<file path="config.mk">
export PLATFORM = sky130hd
export DESIGN_NAME = uart_tx_corr_1
export DESIGN_NICKNAME = d
export VERILOG_FILES = /design/src/rtl/uart_tx_corr_1.sv
export SDC_FILE = /design/constraint.sdc
export NUM_CORES = 1
export LEC_CHECK = 0
export CAP_MARGIN = 20
export CORE_UTILIZATION = 40
export CTS_CLUSTER_SIZE = 25
export DETAILED_ROUTE_END_ITERATION = 7
export DONT_BUFFER_PORTS = 1
export PLACE_DENSITY_LB_ADDON = 0.08
export RECOVER_POWER = 100
export SYNTH_ARGS = -nofsm -noshare
export SYNTH_HDL_FRONTEND = slang
export SYNTH_SLANG_ARGS = --single-unit
</file>
<file path="constraint.sdc">
create_clock -name clk -period 5.9 [get_ports clk]
set_input_delay 0.885 -clock clk [delete_from_list [all_inputs] [get_ports clk]]
set_output_delay 0.885 -clock clk [all_outputs]
set_load 0.03 [all_outputs]
</file>
<file path="src/rtl/uart_tx_corr_1.sv">
// UART transmitter with an AXI-Stream style input: start bit, LSB-first data, one stop bit.
// Each bit lasts prescale*8 clocks, using the prescale value captured when the word is accepted.
module uart_tx_corr_1 #(
  parameter int DATA_WIDTH = 8
) (
  input  logic                  clk,
  input  logic                  rst,
  input  logic [DATA_WIDTH-1:0] s_axis_tdata,
  input  logic                  s_axis_tvalid,
  output logic                  s_axis_tready,
  output logic                  txd,
  output logic                  busy,
  input  logic [15:0]           prescale
);

  localparam int IDX_W = (DATA_WIDTH > 1) ? $clog2(DATA_WIDTH) : 1;

  typedef enum logic [1:0] {
    IDLE,
    START,
    DATA,
    STOP
  } state_t;

  state_t                state;
  logic [18:0]           bit_cyc;
  logic [18:0]           cnt;
  logic [DATA_WIDTH-1:0] shreg;
  logic [IDX_W-1:0]      bit_idx;

  logic [15:0]           pres_eff;
  logic [18:0]           bit_cyc_in;
  logic                  cnt_done;

  // A prescale of 0 behaves as 1. The 19-bit width holds 16'hFFFF * 8 without overflow.
  assign pres_eff   = (prescale == 16'd0) ? 16'd1 : prescale;
  assign bit_cyc_in = {pres_eff, 3'b000};
  assign cnt_done   = (cnt == 19'd0);

  // The counter is loaded with BITCYC-1 at the start of each bit.
  // The bit then ends on the edge where the counter reads zero, which makes it exactly BITCYC cycles long.
  always_ff @(posedge clk) begin
    if (rst) begin
      state         <= IDLE;
      txd           <= 1'b1;
      s_axis_tready <= 1'b0;
      busy          <= 1'b0;
      cnt           <= '0;
      bit_cyc       <= '0;
      shreg         <= '0;
      bit_idx       <= '0;
    end else begin
      case (state)
        IDLE: begin
          txd           <= 1'b1;
          busy          <= 1'b0;
          s_axis_tready <= 1'b1;
          if (s_axis_tvalid && s_axis_tready) begin
            shreg         <= s_axis_tdata;
            bit_cyc       <= bit_cyc_in;
            cnt           <= bit_cyc_in - 19'd1;
            state         <= START;
            txd           <= 1'b0;
            s_axis_tready <= 1'b0;
            busy          <= 1'b1;
          end
        end
        START: begin
          if (cnt_done) begin
            state   <= DATA;
            txd     <= shreg[0];
            shreg   <= shreg >> 1;
            bit_idx <= '0;
            cnt     <= bit_cyc - 19'd1;
          end else begin
            cnt <= cnt - 19'd1;
          end
        end
        DATA: begin
          if (cnt_done) begin
            cnt <= bit_cyc - 19'd1;
            if (bit_idx == IDX_W'(DATA_WIDTH - 1)) begin
              state <= STOP;
              txd   <= 1'b1;
            end else begin
              bit_idx <= bit_idx + 1'b1;
              txd     <= shreg[0];
              shreg   <= shreg >> 1;
            end
          end else begin
            cnt <= cnt - 19'd1;
          end
        end
        STOP: begin
          if (cnt_done) begin
            state         <= IDLE;
            txd           <= 1'b1;
            s_axis_tready <= 1'b1;
            busy          <= 1'b0;
          end else begin
            cnt <= cnt - 19'd1;
          end
        end
        default: begin
          state <= IDLE;
          txd   <= 1'b1;
        end
      endcase
    end
  end

endmodule

</file>
# Word-level counts from Yosys, hierarchy flattened
# Index checks and enable logic that the tools add are counted.
[word_totals]
regBits = 51
inputBits = 27
output_inout_bits = 3
wordCells = 68
[op_classes]
addsub = 4
n_eq_ne = 11
n_mux = 30
n_reduce_logical = 15
[ops]
columns = ["cell", "count"]
rows = [
  ["19-bit 2-to-1 mux", 3],
  ["19-bit case mux with 3 select lines", 1],
  ["19-bit by 1-bit subtractor with 19-bit output (second input constant)", 3],
  ["8-bit 2-to-1 mux", 4],
  ["8-bit case mux with 3 select lines", 1],
  ["19-bit logical NOT", 1],
  ["16-bit logical NOT", 1],
  ["16-bit 2-to-1 mux", 1],
  ["2-bit inequality test (second input constant)", 7],
  ["2-bit 2-to-1 mux", 5],
  ["5-bit AND reduction", 2],
  ["3-bit 2-to-1 mux", 3],
  ["2-bit case mux with 4 select lines", 1],
  ["1-bit 2-to-1 mux", 7],
  ["3-bit case mux with 2 select lines", 1],
  ["2-bit AND reduction", 3],
  ["2-bit == test (second input constant)", 2],
  ["1-bit case mux with 2 select lines", 2],
  ["1-bit case mux with 4 select lines", 1],
  ["4-bit AND reduction", 1],
  ["2-bit nonzero test", 2],
  ["3-bit by 1-bit adder with 3-bit output (second input constant)", 1],
  ["3-bit == test (second input constant)", 1],
  ["3-bit AND reduction", 1],
  ["5 further kinds", 5],
]

# Longest topological paths before layout
# Gate-level depths: netlist of the first run.
[logic_depth]
ltp_word = 5
mapped_depth = 11
ltp_nobuf = 10

# Worst setup path after synthesis of the first run
# Ideal clock, no wire load.
[synth_path]
path_type = "input -> register"
from = "input port prescale[4]"
to = "register cnt[11]"
setup_time_ns = 0.103
t_arrival_ns = 2.963
required_time_ns = 5.797
path_slack_ns = 2.833
cell_stages = 10
n_path_buf = 1
path_cell_list = "nor4_2 and2_1 buf_2 a31oi_1 ha_1 nor3b_1 and3_1 o21ai_0 a21oi_1 a2111oi_2"
[synth_via]
elab_chain_cells = 5
[synth_rtl]
columns = ["element", "line_no", "text"]
rows = [
  ["start: declaration", "13", "input logic [15:0] prescale"],
  ["16-bit logical NOT", "36", "assign pres_eff = (prescale == 16'd0) ? 16'd1 : prescale;"],
  ["16-bit 2-to-1 mux (*)", "36", ""],
  ["19-bit by 1-bit subtractor with 19-bit output (*)", "61", "cnt <= bit_cyc_in - 19'd1;"],
  ["19-bit 2-to-1 mux (*)", "58", "if (s_axis_tvalid && s_axis_tready) begin"],
  ["19-bit case mux with 3 select lines (*)", "53", "case (state)"],
  ["end signal: assignment", "61", ""],
  ["end signal: assignment", "74", "cnt <= bit_cyc - 19'd1;"],
  ["end signal: assignment", "76", "cnt <= cnt - 19'd1;"],
  ["end: declaration", "27", "logic [18:0] cnt;"],
]
# Every way passes the cells marked *; elsewhere a longest branch is shown, timed or not. The select of a mux whose other input is x is not followed.
# A chain may end at the register's enable or synchronous reset.

# Worst setup path in the final report of the first run
# Same ends and word-level chain as after synthesis.

==> impl_metrics.yaml, run 1 <==
outcome:
  outcome: "complete, no violations"
layout:
  drive_above_1_share: 0.0445
  fin_nets: 485
  num_antenna_cells: 0
  final_common_cell: "nand2_1"
  area_growth_pct: 3.96
  mostFrequentLayoutCells: "70 x nand2_1, 51 x dfxtp_1, 45 x nor2_1"
  final_cells: 554
logic_synthesis:
  ys_ff_latch: 51
  synth_area_sq_um: 3510
  synth_edf_count: 0
  synth_ff_type: "dfxtp_1"
  syn_area_per_cell_sq_um: 7.64
  yosysSeqAreaShare: 0.291
  synthesis.instances: 459
  ys_types: 60
  yosys_warnings: 0
  async_flop_share: 0
  syn_nets: 496
pwr:
  swShare: 0.513
  power_frac_seq: 0.276
  pwr_density_cell_nw_per_um2: 567
  p_leak_uw: 0.00131
  p_comb_frac: 0.613
  power.internal_uw: 1010
  clkPwrFrac: 0.111
  peakVddDrop_v: 0.000156
  p_switching_uw: 1060
cts:
  cts.repair.resized: 0
  cts_tree: "done"
  htreeDepth: 2
  numCtsBuffers: 5
  clkSinkCount: 51
  postCtsHoldBufs: 0
  clkLatencyLatePin_ns: 0.32
  postCtsSetupRepairBufs: 0
  clock_path_buffers: 2
  root_buffer: "clkbuf_8"
  clkTransAtPathRegs_ns: 0.11
timing:
  finalHoldViolations: 0
  fmax_mhz: 261
  tightest_slew_ns: 1.29
  setup-tns-final_ns: 0
  slew_headroom: 0.130
  finalSetupViolCount: 0
  layout_min_cycle_time_ns: 3.83
  final.setup.worst_slack_ns: 2.07
  fin_skew_ns: 0.0151
  drv_slew: 0
  fin_crit_sh: 0.648
  rsz0062_at_grt: "no"
route:
  drc_errors: 0
  viasPerCell: 6.10
  first_iter_violations: 272
  ant_nets: 0
  vias: 3379
  wl_per_cell_microns: 18.5
  wirelength_mm: 10.3
  drt_pre_antenna_iters: 5
global_route:
  grt-ovfl-total: 0
  grt_usage: 0.234
  antenna_found_initial: 0
  grt_pass1_vias: 2998
  grt_max_degree: 57
  grt_pass1_wl_mm: 16.3
worst_setup_path:
  cp-end-kind: "flop"
  cp.arrival_ns: 4.05
  critPathLaunchType: "input port"
  path_buf_inv: 0
  cp_slowest_cell: "nor4_1"
  crit_required_ns: 6.12
  critPathTopFamily: "simple AND/OR/NAND/NOR gates"
  critPathKind: "in2reg"
  cp_cell_sequence: "nor4_1 > and2_0 > a31oi_1 > ha_1 > nor3b_1 > and3_1 > o21ai_0 > a21oi_1 > a2111oi_2"
  cp_max_fo: 8
  cpPeakStageDelay_ns: 0.93
flow_run:
  drv_cap: 0
floorplanning:
  die_h_microns: 95.7
  coreArea_sq_um: 8340
  rows: 33
  dieArea_sq_um: 9150
  initial_core_util: 0.421
  die_width_microns: 95.7
  io_pins: 30
placed_design:
  gp_congestion: 0.842
  portBuffers: 0
  hpwl_mm: 7.38
  dp_slack_ns: 2.18
  place_inst: 544
hold_path:
  hp-class: "reg2reg"
-- registers in the layout, indices dropped and copies added, names as in the netlist --
name and flops:
bit_idx 3, bit_cyc 16, cnt 19, s_axis_tready 1, shreg 8, state 2
txd 1, busy 1
-- worst paths after layout --
kind / start / end / cells past startpoint / slack [ns]
worst max-delay path: prescale[4] / cnt[11]$_SDFFE_PP0P_ / 9 / 2.07
worst min-delay path: shreg[7]$_SDFFE_PP0P_ / shreg[7]$_SDFFE_PP0P_ / 2 / 0.47
worst max register to register: cnt[8]$_SDFFE_PP0P_ / bit_idx[0]$_SDFFE_PP0P_ / 6 / 2.24
worst min register to register: shreg[7]$_SDFFE_PP0P_ / shreg[7]$_SDFFE_PP0P_ / 2 / 0.47
-- worst register-to-register path: stages, from the launching register on --
cell	delay, ns
dfxtp_1	0.38
nor4_1	1.10
and4_1	0.40
nand3_1	0.67
nor4b_1	0.81
mux2i_1	0.15
nor2_1	0.10
-- cells in the mapped netlist (all sizes together), types with 3 or more instances --
master | instances | area share
o21a | 3 | 0.0068
nor4 | 10 | 0.026
mux2i | 8 | 0.023
clkbuf | 17 | 0.018
and3 | 3 | 0.0054
a311oi | 6 | 0.015
o311ai | 4 | 0.010
a311o | 4 | 0.011
dfxtp | 51 | 0.29
a211oi | 15 | 0.032
inv | 11 | 0.012
o211ai | 5 | 0.011
o21ai | 21 | 0.030
or4 | 4 | 0.0086
o41ai | 3 | 0.0075
nand4 | 6 | 0.011
nor2 | 45 | 0.048
nor3 | 12 | 0.017
o31ai | 3 | 0.0064
a21oi | 37 | 0.053
nand3 | 15 | 0.021
buf | 7 | 0.010
nand2 | 70 | 0.075
a31oi | 7 | 0.012
a21o | 3 | 0.0064
xnor2 | 11 | 0.030
nand3b | 10 | 0.025
ha | 10 | 0.036
nor3b | 5 | 0.011
xor2 | 21 | 0.052
-- power groups by stage --
stage	Sequential [uW]	Combinational [uW]	Clock, uW
after floorplan	550	992	0
after global placement	584	1250	0
after detailed placement	585	1250	0
after CTS	576	1260	234
after global routing	589	1400	247
final	572	1270	229
-- area by class of cell --
cell class,count,area [sq um]
Clock buffer,6,82.6
Clock inverter,2,16.3
Fill cell,900,4690
Inverter,12,45.0
Multi-Input combinational cell,372,2310
Sequential cell,51,1020
Tap cell,105,131
Timing Repair Buffer,6,37.5
-- routing by layer --
metal,wire length (microns),vias to the layer above,part of all wire,global-route usage
li1,-,1662,-,-
met1,5070,1571,0.49,0.344
met2,4480,132,0.44,0.349
met3,574,14,0.056,0.0375
met4,148,0,0.014,0.0622
met5,0,-,0,0
-- logic make-up (layout without fill, tap and decap cells) --
family / Yosys count / after routing / synth area share
buffers and inverters: 36 / 26 / 0.0414
muxes: 8 / 8 / 0.0228
adders and majority gates: 10 / 10 / 0.0357
xor gates and xnor gates: 32 / 32 / 0.0820
AOI/OAI and AO/OA: 126 / 126 / 0.240
and+or+nand+nor: 196 / 196 / 0.287
DFF: 51 / 51 / 0.291
-- metrics by stage --
stage                util  area (sq um)  power, uW  hold WS, ns
floorplan               -          3510       1540        0.445
global placement    0.428          3570       1840        0.453
detailed placement  0.428          3570       1840        0.462
CTS                 0.440          3670       2070        0.480
global route        0.437          3650       2230        0.503
finish              0.437          3650       2070        0.474
(Power assumes the default switching activity.)
==> inputs of run 2 (changes only) <==
- ABC_AREA: default -> 1
- clock period: 5.9 -> 3.7 ns (I/O delays scaled with it)
==> impl_metrics.yaml, run 2 <==
floorplanning:
  initial_core_util: 0.421
  die_h_microns: 98.5
  dieArea_sq_um: 9700
  rows: 34
  die_width_microns: 98.5
  io_pins: 30
  coreArea_sq_um: 8850
timing:
  finalSetupViolCount: 0
  drv_slew: 0
  slew_headroom: 0.0979
  layout_min_cycle_time_ns: 2.85
  rsz0062_at_grt: "no"
  finalHoldViolations: 0
  fmax_mhz: 351
  fin_skew_ns: 0.0141
  tightest_slew_ns: 1.35
  whs_ns: 0.292
  fin_crit_sh: 0.769
  setup-tns-final_ns: 0
hold_path:
  hp-class: "in2reg"
logic_synthesis:
  ys_ff_latch: 51
  yosys.area.top_type: "dfxtp_1"
  synth_edf_count: 0
  synth_ff_type: "dfxtp_1"
  ys_types: 37
  synthTopCellsByCount: "151 x nand2_1, 71 x inv_1, 69 x nor2_1"
  synthesis.instances: 612
  synth_top_area_share: 0.274
  yosysMostFrequentCell: "nand2_1"
  syn_area_per_cell_sq_um: 6.08
  syn_nets: 649
  async_flop_share: 0
  yosys-top-cells-area: "dfxtp_1 27%, nand2_1 15%, inv_1 7.2%"
  yosys_warnings: 0
  synth_area_sq_um: 3720
  yosysSeqAreaShare: 0.274
cts:
  clkLatencyLatePin_ns: 0.32
  postCtsSetupRepairBufs: 0
  htreeDepth: 2
  postCtsHoldBufs: 0
  cts_tree: "done"
  clock_path_buffers: 2
  clkSinkCount: 51
  root_buffer: "clkbuf_8"
  numCtsBuffers: 5
  clkTransAtPathRegs_ns: 0.11
  cts.repair.resized: 0
worst_setup_path:
  cp-end-kind: "flop"
  critPathKind: "reg2reg"
  cp.arrival_ns: 3.09
  crit_required_ns: 3.94
  cp_max_fo: 28
  critPathLaunchType: "flop"
global_route:
  grt_usage: 0.237
  antenna_found_initial: 0
  grt_max_degree: 40
  grt-ovfl-total: 0
  grt_pass1_vias: 3569
  grt_pass1_wl_mm: 18.1
outcome:
  outcome: "complete, no violations"
placed_design:
  hpwl_mm: 8.23
  portBuffers: 0
  gp_congestion: 0.875
route:
  first_iter_violations: 181
  drc_errors: 0
  vias: 3820
  ant_nets: 0
  viasPerCell: 5.36
  wl_per_cell_microns: 15.4
  wirelength_mm: 11.0
  drt_pre_antenna_iters: 5
layout:
  drive_above_1_share: 0.0479
  fin_nets: 641
  n_fill_cell: 1001
  mostFrequentLayoutCells: "152 x nand2_1, 73 x inv_1, 71 x nor2_1"
  reg.largest.list: "cnt: 19 flops, bit_cyc: 16 flops, shreg: 8 flops"
  num_antenna_cells: 0
  area_growth_pct: 4.54
  largest_register_ffs: 19
  final_common_cell: "nand2_1"
  top_register: "cnt"
pwr:
  p_leak_uw: 0.00182
  pwr_density_cell_nw_per_um2: 861
  peakVddDrop_v: 0.000353
flow_run:
  drv_cap: 0
[run 2: cell type report]
cell class	count	area [sq um]	share of cell area
tap	108	135	0.0347
inverter	75	282	0.0723
clock buffer	6	72.6	0.0186
clock inverter	2	38.8	0.00997
timing repair buffer	4	46.3	0.0119
sequential	51	1020	0.262
multi-input combinational	467	2300	0.590
[run 2: final timing paths]
kind | from | to | slack (ns) | cells past startpoint
hold reg to reg | shreg[1]$_SDFFE_PP0P_ | shreg[1]$_SDFFE_PP0P_ | 0.46 | 2
hold / removal | rst | bit_idx[2]$_SDFFE_PP0P_ | 0.29 | 1
setup reg to reg | state[0]$_SDFFE_PP0P_ | cnt[14]$_SDFFE_PP0P_ | 0.85 | 9
setup / recovery | state[0]$_SDFFE_PP0P_ | cnt[14]$_SDFFE_PP0P_ | 0.85 | 9
[run 2: metal layers]
layer,wire (microns),up-vias,track usage
met5,0,-,0
met2,5160,79,0.411
met3,564,15,0.0291
met4,235,0,0.0758
li1,-,1971,-
met1,5020,1755,0.306
[run 2: stage by stage]
stage / total power [uW] / utilization / cell area, sq um / worst slack [ns] / std cells
after floorplan: 2520 / - / 3720 / 1.67 / 612
after global placement: 2940 / 0.428 / 3790 / 1.44 / 704
after detailed placement: 2970 / 0.428 / 3790 / 1.38 / 704
after CTS: 3380 / 0.440 / 3900 / 1.39 / 712
after global routing: 3690 / 0.440 / 3890 / 0.582 / 713
final: 3350 / 0.440 / 3890 / 0.853 / 713
[run 2: report_power, final]
part           internal [uW]  leakage (uW)  total (uW)  switching, uW
clock                    205     0.0000558         407            202
sequential               738      0.000420         956            218
combinational            644       0.00134        1990           1340
[run 2: cells by family after synthesis]
kind of cell    Yosys count  share of synthesized area
simple gates            317                      0.377
buf+inv                  94                      0.101
xor+xnor                 18                     0.0424
compound gates          122                      0.172
flops                    51                      0.274
fa+ha+maj                10                     0.0336
[run 2: critical path: stages, from the launching register on]
cell      delay (ns)
dfxtp_1         0.37
inv_1           0.08
ha_1            0.34
inv_1           0.09
clkbuf_1        0.99
nor2_1          0.22
buf_4           0.30
nand2_1         0.16
nand2_1         0.07
a21oi_1         0.13
